## src/rtl/tl45_muldiv_seq.sv

```systemverilog
// TL45 iterative multiply/divide sequencer: one result bit per cycle.
// Shift-add multiplier, restoring divider, single-cycle writeback pulse.
module tl45_muldiv_seq #(
  parameter int WIDTH = 32,
  parameter int DR_W  = 4
) (
  input  logic             i_clk,
  input  logic             i_reset,
  input  logic             i_start,
  input  logic [1:0]       i_op,
  input  logic [WIDTH-1:0] i_a,
  input  logic [WIDTH-1:0] i_b,
  input  logic [DR_W-1:0]  i_dr,
  input  logic             i_flush,
  output logic             o_stall,
  output logic             o_valid,
  output logic [WIDTH-1:0] o_result,
  output logic [DR_W-1:0]  o_dr
);

  localparam int CW = $clog2(WIDTH);

  typedef enum logic [1:0] {
    IDLE,
    RUN,
    DONE
  } state_t;

  state_t state;
  state_t state_nxt;

  logic [CW-1:0]      cnt;
  logic [1:0]         op;
  logic [DR_W-1:0]    dr;
  logic [2*WIDTH-1:0] prod;
  logic [WIDTH-1:0]   mcand;
  logic [WIDTH:0]     rem;
  logic [WIDTH-1:0]   quo;
  logic [WIDTH-1:0]   dvsr;

  logic           accept;
  logic           div0;
  logic           last;
  logic [WIDTH:0] msum;
  logic [WIDTH:0] shifted;
  logic [WIDTH:0] diff;
  logic           fits;

  assign accept  = (state == IDLE) && i_start && !i_flush;
  assign div0    = i_op[1] && (i_b == '0);
  assign last    = (cnt == CW'(WIDTH - 1));
  assign o_stall = i_start && (state != DONE) && !i_flush;

  assign msum    = {1'b0, prod[2*WIDTH-1:WIDTH]}
                 + (prod[0] ? {1'b0, mcand} : '0);
  assign shifted = {rem[WIDTH-1:0], quo[WIDTH-1]};
  assign diff    = shifted - {1'b0, dvsr};
  // rem[WIDTH] is never set after a restore; folding it in keeps the
  // trial compare correct for the full WIDTH+1-bit partial remainder.
  assign fits    = rem[WIDTH] || (shifted >= {1'b0, dvsr});

  always_ff @(posedge i_clk) begin
    if (i_reset) state <= IDLE;
    else         state <= state_nxt;
  end

  always_comb begin
    state_nxt = state;
    if (i_flush) begin
      state_nxt = IDLE;
    end else begin
      unique case (state)
        IDLE: if (i_start) state_nxt = div0 ? DONE : RUN;
        RUN:  if (last)    state_nxt = DONE;
        DONE: state_nxt = IDLE;
        default: state_nxt = IDLE;
      endcase
    end
  end

  always_ff @(posedge i_clk) begin
    if (i_reset || i_flush) cnt <= '0;
    else if (state == RUN)  cnt <= cnt + CW'(1);
    else                    cnt <= '0;
  end

  always_ff @(posedge i_clk) begin
    if (accept) begin
      op    <= i_op;
      dr    <= i_dr;
      mcand <= i_a;
      prod  <= {{WIDTH{1'b0}}, i_b};
      dvsr  <= i_b;
      quo   <= div0 ? '1 : i_a;
      rem   <= div0 ? {1'b0, i_a} : '0;
    end else if (state == RUN) begin
      if (!op[1]) begin
        prod <= {msum, prod[WIDTH-1:1]};
      end else begin
        rem <= fits ? diff : shifted;
        quo <= {quo[WIDTH-2:0], fits};
      end
    end
  end

  always_comb begin
    o_valid  = (state == DONE);
    o_dr     = '0;
    o_result = '0;
    if (state == DONE) begin
      o_dr = dr;
      unique case (op)
        2'b00: o_result = prod[WIDTH-1:0];
        2'b01: o_result = prod[2*WIDTH-1:WIDTH];
        2'b10: o_result = quo;
        2'b11: o_result = rem[WIDTH-1:0];
        default: o_result = '0;
      endcase
    end
  end

endmodule

```

## config.mk

```make
export PLATFORM = sky130hd
export DESIGN_NAME = tl45_muldiv_seq
export DESIGN_NICKNAME = d
export VERILOG_FILES = /design/src/rtl/tl45_muldiv_seq.sv
export SDC_FILE = /design/constraint.sdc
export NUM_CORES = 1
export LEC_CHECK = 0
export BUFFER_PORTS_ARGS = -buffer_cell sky130_fd_sc_hd__buf_2
export CELL_PAD_IN_SITES_DETAIL_PLACEMENT = 0
export CELL_PAD_IN_SITES_GLOBAL_PLACEMENT = 1
export CORE_ASPECT_RATIO = 1.4
export CORE_MARGIN = 2
export CORE_UTILIZATION = 30
export CTS_CLUSTER_DIAMETER = 150
export DETAILED_ROUTE_END_ITERATION = 6
export HOLD_SLACK_MARGIN = 0.02
export PLACE_DENSITY_LB_ADDON = 0.1
export SLEW_MARGIN = 25
export SYNTH_ARGS = -nofsm -noshare
export SYNTH_HDL_FRONTEND = slang
export SYNTH_SLANG_ARGS = --single-unit
```

## constraint.sdc

```tcl
create_clock -name i_clk -period 17.6 [get_ports i_clk]
set_input_delay 3.52 -clock i_clk [delete_from_list [all_inputs] [get_ports i_clk]]
set_output_delay 3.52 -clock i_clk [all_outputs]
set_load 0.05 [all_outputs]
```

Word level (Yosys, flattened, before mapping)
Cells that the tools add are included.
Word-level totals
  bits in registers: 206
  bits in latches: 0
  bits in writable memories: 0
  memory bits (read-only): 0
  input port bits: 74
  output and inout bits: 38
  word-level logic and storage cells: 65
  memories kept: 0
Operators by class
  add/subtract/negate cells: 3
  multipliers: 0
  divide/modulo/power cells: 0
  $lt $le $gt $ge: 1
  eq/ne operators: 10
  shifts and indexed selects: 0
  mux-type cells: 20
  bitwise operators: 2
  reductions and logical operators: 19
Operators with widths (count)
  2-to-1 mux 32 bit: 10
  2-to-1 mux 33 bit: 4
  one-hot mux 32 bit (4 select lines): 1
  adder 32 x 32 -> 33 bit: 1
  >= comparator 33 x 32 -> 1 bit: 1
  subtractor 33 x 32 -> 33 bit: 1
  zero test 32 bit: 1
  AND reduction 2 bit: 4
  == test 2 bit, second input constant: 3
  2-to-1 mux 2 bit: 3
  != test 2 bit, second input constant: 3
  adder 5 x 1 -> 5 bit, second input constant: 1
  == test 5 bit, second input constant: 1
  logical AND 1 bit: 5
  == test 2 x 1 -> 1 bit, second input constant: 2
  zero test 2 bit: 2
  2-to-1 mux 4 bit: 1
  one-hot mux 2 bit (2 select lines): 1
  nonzero test 2 bit: 2
  OR reduction 2 bit: 2
  logical OR 1 bit: 2
  != test 2 x 1 -> 1 bit, second input constant: 1
  inverter 1 bit: 2
  zero test 1 bit: 1

Depth between registers and ports, before layout
  depth in word-level cells: 6
  gate-level depth with buffers: 13

Least setup slack after synthesis
No wires, ideal clock.
  path type: input to output
  start point: in i_flush
  end point: out o_stall
  arrival time: 4.315 ns
  required time: 14.080 ns
  slack: 9.765 ns
  stages on the path: 2
  path through: nand2b_1 > nor2_1
On the way
  cells in the longest elaborated chain, start to end: 2
Ends and longest elaborated chain
  start, declared: RTL line 14  | input logic i_flush,
  zero test 1 bit: RTL line 52  | assign o_stall = i_start && (state != DONE) && !i_flush;
  logical AND 1 bit: RTL line 52
  end, declared: RTL line 15  | output logic o_stall,
Every way passes these cells.

Worst setup path after layout
Ends and elaborated chain as after synthesis.

==> impl_results.md <==
* Cells after synthesis at 1,266
* CP endpoint kind: primary output
* N_diodes at 0
* Synth Net Count at between 1k and 1.5k
* Hold Crit Class: flop to flop
* Port bufs at ~110
* Finished Cell Area at 14,680 µm²
* Post-synthesis async set-or-reset flop share at 0%
* CTS tree: done
* Fin cells at 1,922
* Filler instances at 4,345
* Cell Rows at 89
* Detailed-route DRC error count at 0
* Setup TNS at 0 ns
* Top cell type's share of synthesized area at 39.39%
* CTS Buf Count at 25
* Starting DRT DRC Count at 581
* Fmax at 130.3 MHz
* Crit Path Category: input port to primary output
* CP max-delay cell: buf_2
* Library cells used by synthesis at 73
* Run status: finished clean
* Routed Antenna Nets at 0
* DR vias at 9,788
* Worst-Margin Slew at 0.8900 ns
* Die area at 44,120 µm²
* CTS H-tree lvls at 1
* Critical Path Source: i_flush
* Final Hold Fails at 0
* CTS max path bufs at 3
* RSZ-0062 raised after global routing: false
* Relative slew slack at 40.60%
* Die Span Y at 247.7 µm
* GP Congestion at just over 0.8
* Ports at 112
* Layout Skew at 0.01364 ns
* Cell taking the most area after synthesis: edfxtp_1
* Register area share after synthesis at 45.53%
* Initial DRT Pass Iterations at 4
* Post_cts resized at 0
* DP HPWL at 29,220 µm
* Worst-path clk slew at approximately 0.06 ns
* CTS Hold Bufs at 0
* Crit path time final at 7.676 ns
* Die W at about 180 µm
* Initial antenna violation count at 0
* Via count of the first global-routing pass at 10.04k
* Period utilization at 43.61%
* CP Launch Type: input port
* Hold slack at roughly 0.46 ns
* Detailed Route WL at 41,320 µm
* Root buf cell: clkbuf_16
* CP Max Fanout at 5
* Buf/Inv on CP at 2
* Worst vdd ir at 0.06799 mV
* Nets@finish at approximately 1.5k
* Static Leak at 6.123 nW
* Power density cells at 95.99 nW/µm²
* CP required at approximately 14 ns
* Core Util, Final at 34.96%
* PnR worst setup slack at 9.924 ns
* Number of synthesized register bits at 206
* Core area at about 42,000 µm²
* Synthesized area per cell at 10.06 µm²
* R2r setup slk at 13.28 ns
* Dpl ws at 9.920 ns
* Post-CTS Setup Bufs at 0
* Final setup violation count at 0
* Number of clock sinks at 206
* Hold path startpoint: cnt[0]
* Total GRT Usage at 18.82%
* Most common cell on crit path: buf_2
* Crit path DAT at 4.16 ns
* Largest net degree at the start of global routing at 66
* Max Cap Viol at 0
* Initial Util at 30.32%
* WL/cell at 21.50 µm
* Top cells by area, synth: edfxtp_1 (39%), nand2_1 (7.7%), ha_1 (6.5%), dfxtp_1 (6.1%), mux4_2 (5.7%)
* Crit-path cells: buf_2 > nand2b_1 > nor2_1 > buf_2
* EDFF count, synth at 167
* Placed Instances at between 1.5k and 2k
* Overflow after GRT at 0
* Tot Pwr at 1.409 mW
* CP max stage delay at 0.26 ns
* Slew Limit Fails at 0
* Synthesis warning total at 0
* Syn Std Cell Area at between 10,000 and 15,000 µm²
* Clk Latency, worst-skew pair at between 0.5 and 0.6 ns
* First-pass GRT wire length at slightly above 60,000 µm
* Area after DPL at 13,880 µm²
* Area grow syn2layout at 15.30%
* Synth Flop Type: edfxtp_1
* CP top delay family: buffers and inverters
* Reg2reg start: prod[0]
* Via-per-instance ratio at approximately 5.1
* Share of layout cells above drive strength 1 at 16.57%
worst paths after layout:
check / end / cells past startpoint
worst max-delay path: o_stall / 4
worst min-delay path: cnt[0] / 1
worst max register to register: prod[59] / 13
worst min register to register: cnt[0] / 1
routing by layer:
metal | up-vias | wire length [µm] | GRT usage (%)
li1 | 4761 | - | -
met1 | 4808 | 16910 | 21.91
met2 | 169 | 22220 | 36.02
met3 | 50 | 1209 | 1.900
met4 | 0 | 981 | 5.400
met5 | - | 0 | 0
layout make-up:
cell class              instances  area (µm²)  area share [%]
repair buffers                127       703.2           4.791
inverters                      45       173.9           1.185
clock buffers                  39       708.2           4.825
flip-flops and latches        206        5796           39.49
clock inverters                 6       58.81          0.4006
well taps                     546       683.2           4.654
multi-input cells             953        6555           44.66
state kept, by name (all words and copies together) (netlist names):
register  flops
prod         64
rem          33
dvsr         32
mcand        32
quo          32
cnt           5
dr            4
op            2
state         2
cell usage in the layout, fill, tap and decap left out, types with 4 or more instances in the layout:
| master | n |
|---|---|
| and2_1 | 74 |
| a21oi_1 | 72 |
| inv_1 | 44 |
| buf_4 | 13 |
| o21a_1 | 6 |
| nor2_1 | 37 |
| nor3b_1 | 9 |
| xor2_1 | 24 |
| nor2b_1 | 9 |
| nand3_1 | 19 |
| o21ai_0 | 85 |
| a211oi_1 | 9 |
| and3_1 | 11 |
| mux4_2 | 32 |
| o211ai_1 | 6 |
| o21ai_1 | 12 |
| nand2_1 | 260 |
| nor3_1 | 14 |
| a22o_1 | 4 |
| clkbuf_16 | 25 |
| nor4_1 | 9 |
| nand4_1 | 10 |
| o21bai_1 | 4 |
| clkbuf_1 | 11 |
| buf_2 | 111 |
| ha_1 | 66 |
| mux2i_1 | 26 |
| a31oi_1 | 6 |
| edfxtp_1 | 167 |
| o31ai_1 | 6 |
| a21o_1 | 39 |
| nand2b_1 | 10 |
| dfxtp_1 | 39 |
| xnor2_1 | 29 |
where the power goes:
| part | internal (mW) | total (mW) | switching (mW) | leakage [nW] |
|---|---|---|---|---|
| sequential | 0.576 | 0.602 | 0.0267 | 1.89 |
| clock | 0.290 | 0.501 | 0.211 | 0.366 |
| combinational | 0.124 | 0.306 | 0.182 | 3.86 |
| total | 0.989 | 1.41 | 0.420 | 6.12 |
synthesized netlist by cell type, types with 32 or more instances:
cell / n
a21o_1: 39
a21oi_1: 73
and2_1: 74
clkbuf_1: 51
dfxtp_1: 39
edfxtp_1: 167
ha_1: 66
inv_1: 45
mux4_2: 32
nand2_1: 260
nor2_1: 37
o21ai_0: 86
cell families (layout without fill, tap and decap cells):
kind of cell / after synthesis / count (layout) / synth area share [%]
AND/OR/NAND/NOR: 488 / 488 / 18.40
AO/OA/AOI/OAI: 284 / 284 / 14.44
flip-flops: 206 / 206 / 45.53
buffers and inverters: 107 / 217 / 3.302
adder cells (fa/ha/maj): 68 / 68 / 6.802
multiplexers: 60 / 60 / 7.883
XOR/XNOR: 53 / 53 / 3.647
(Power assumes the default switching activity.)
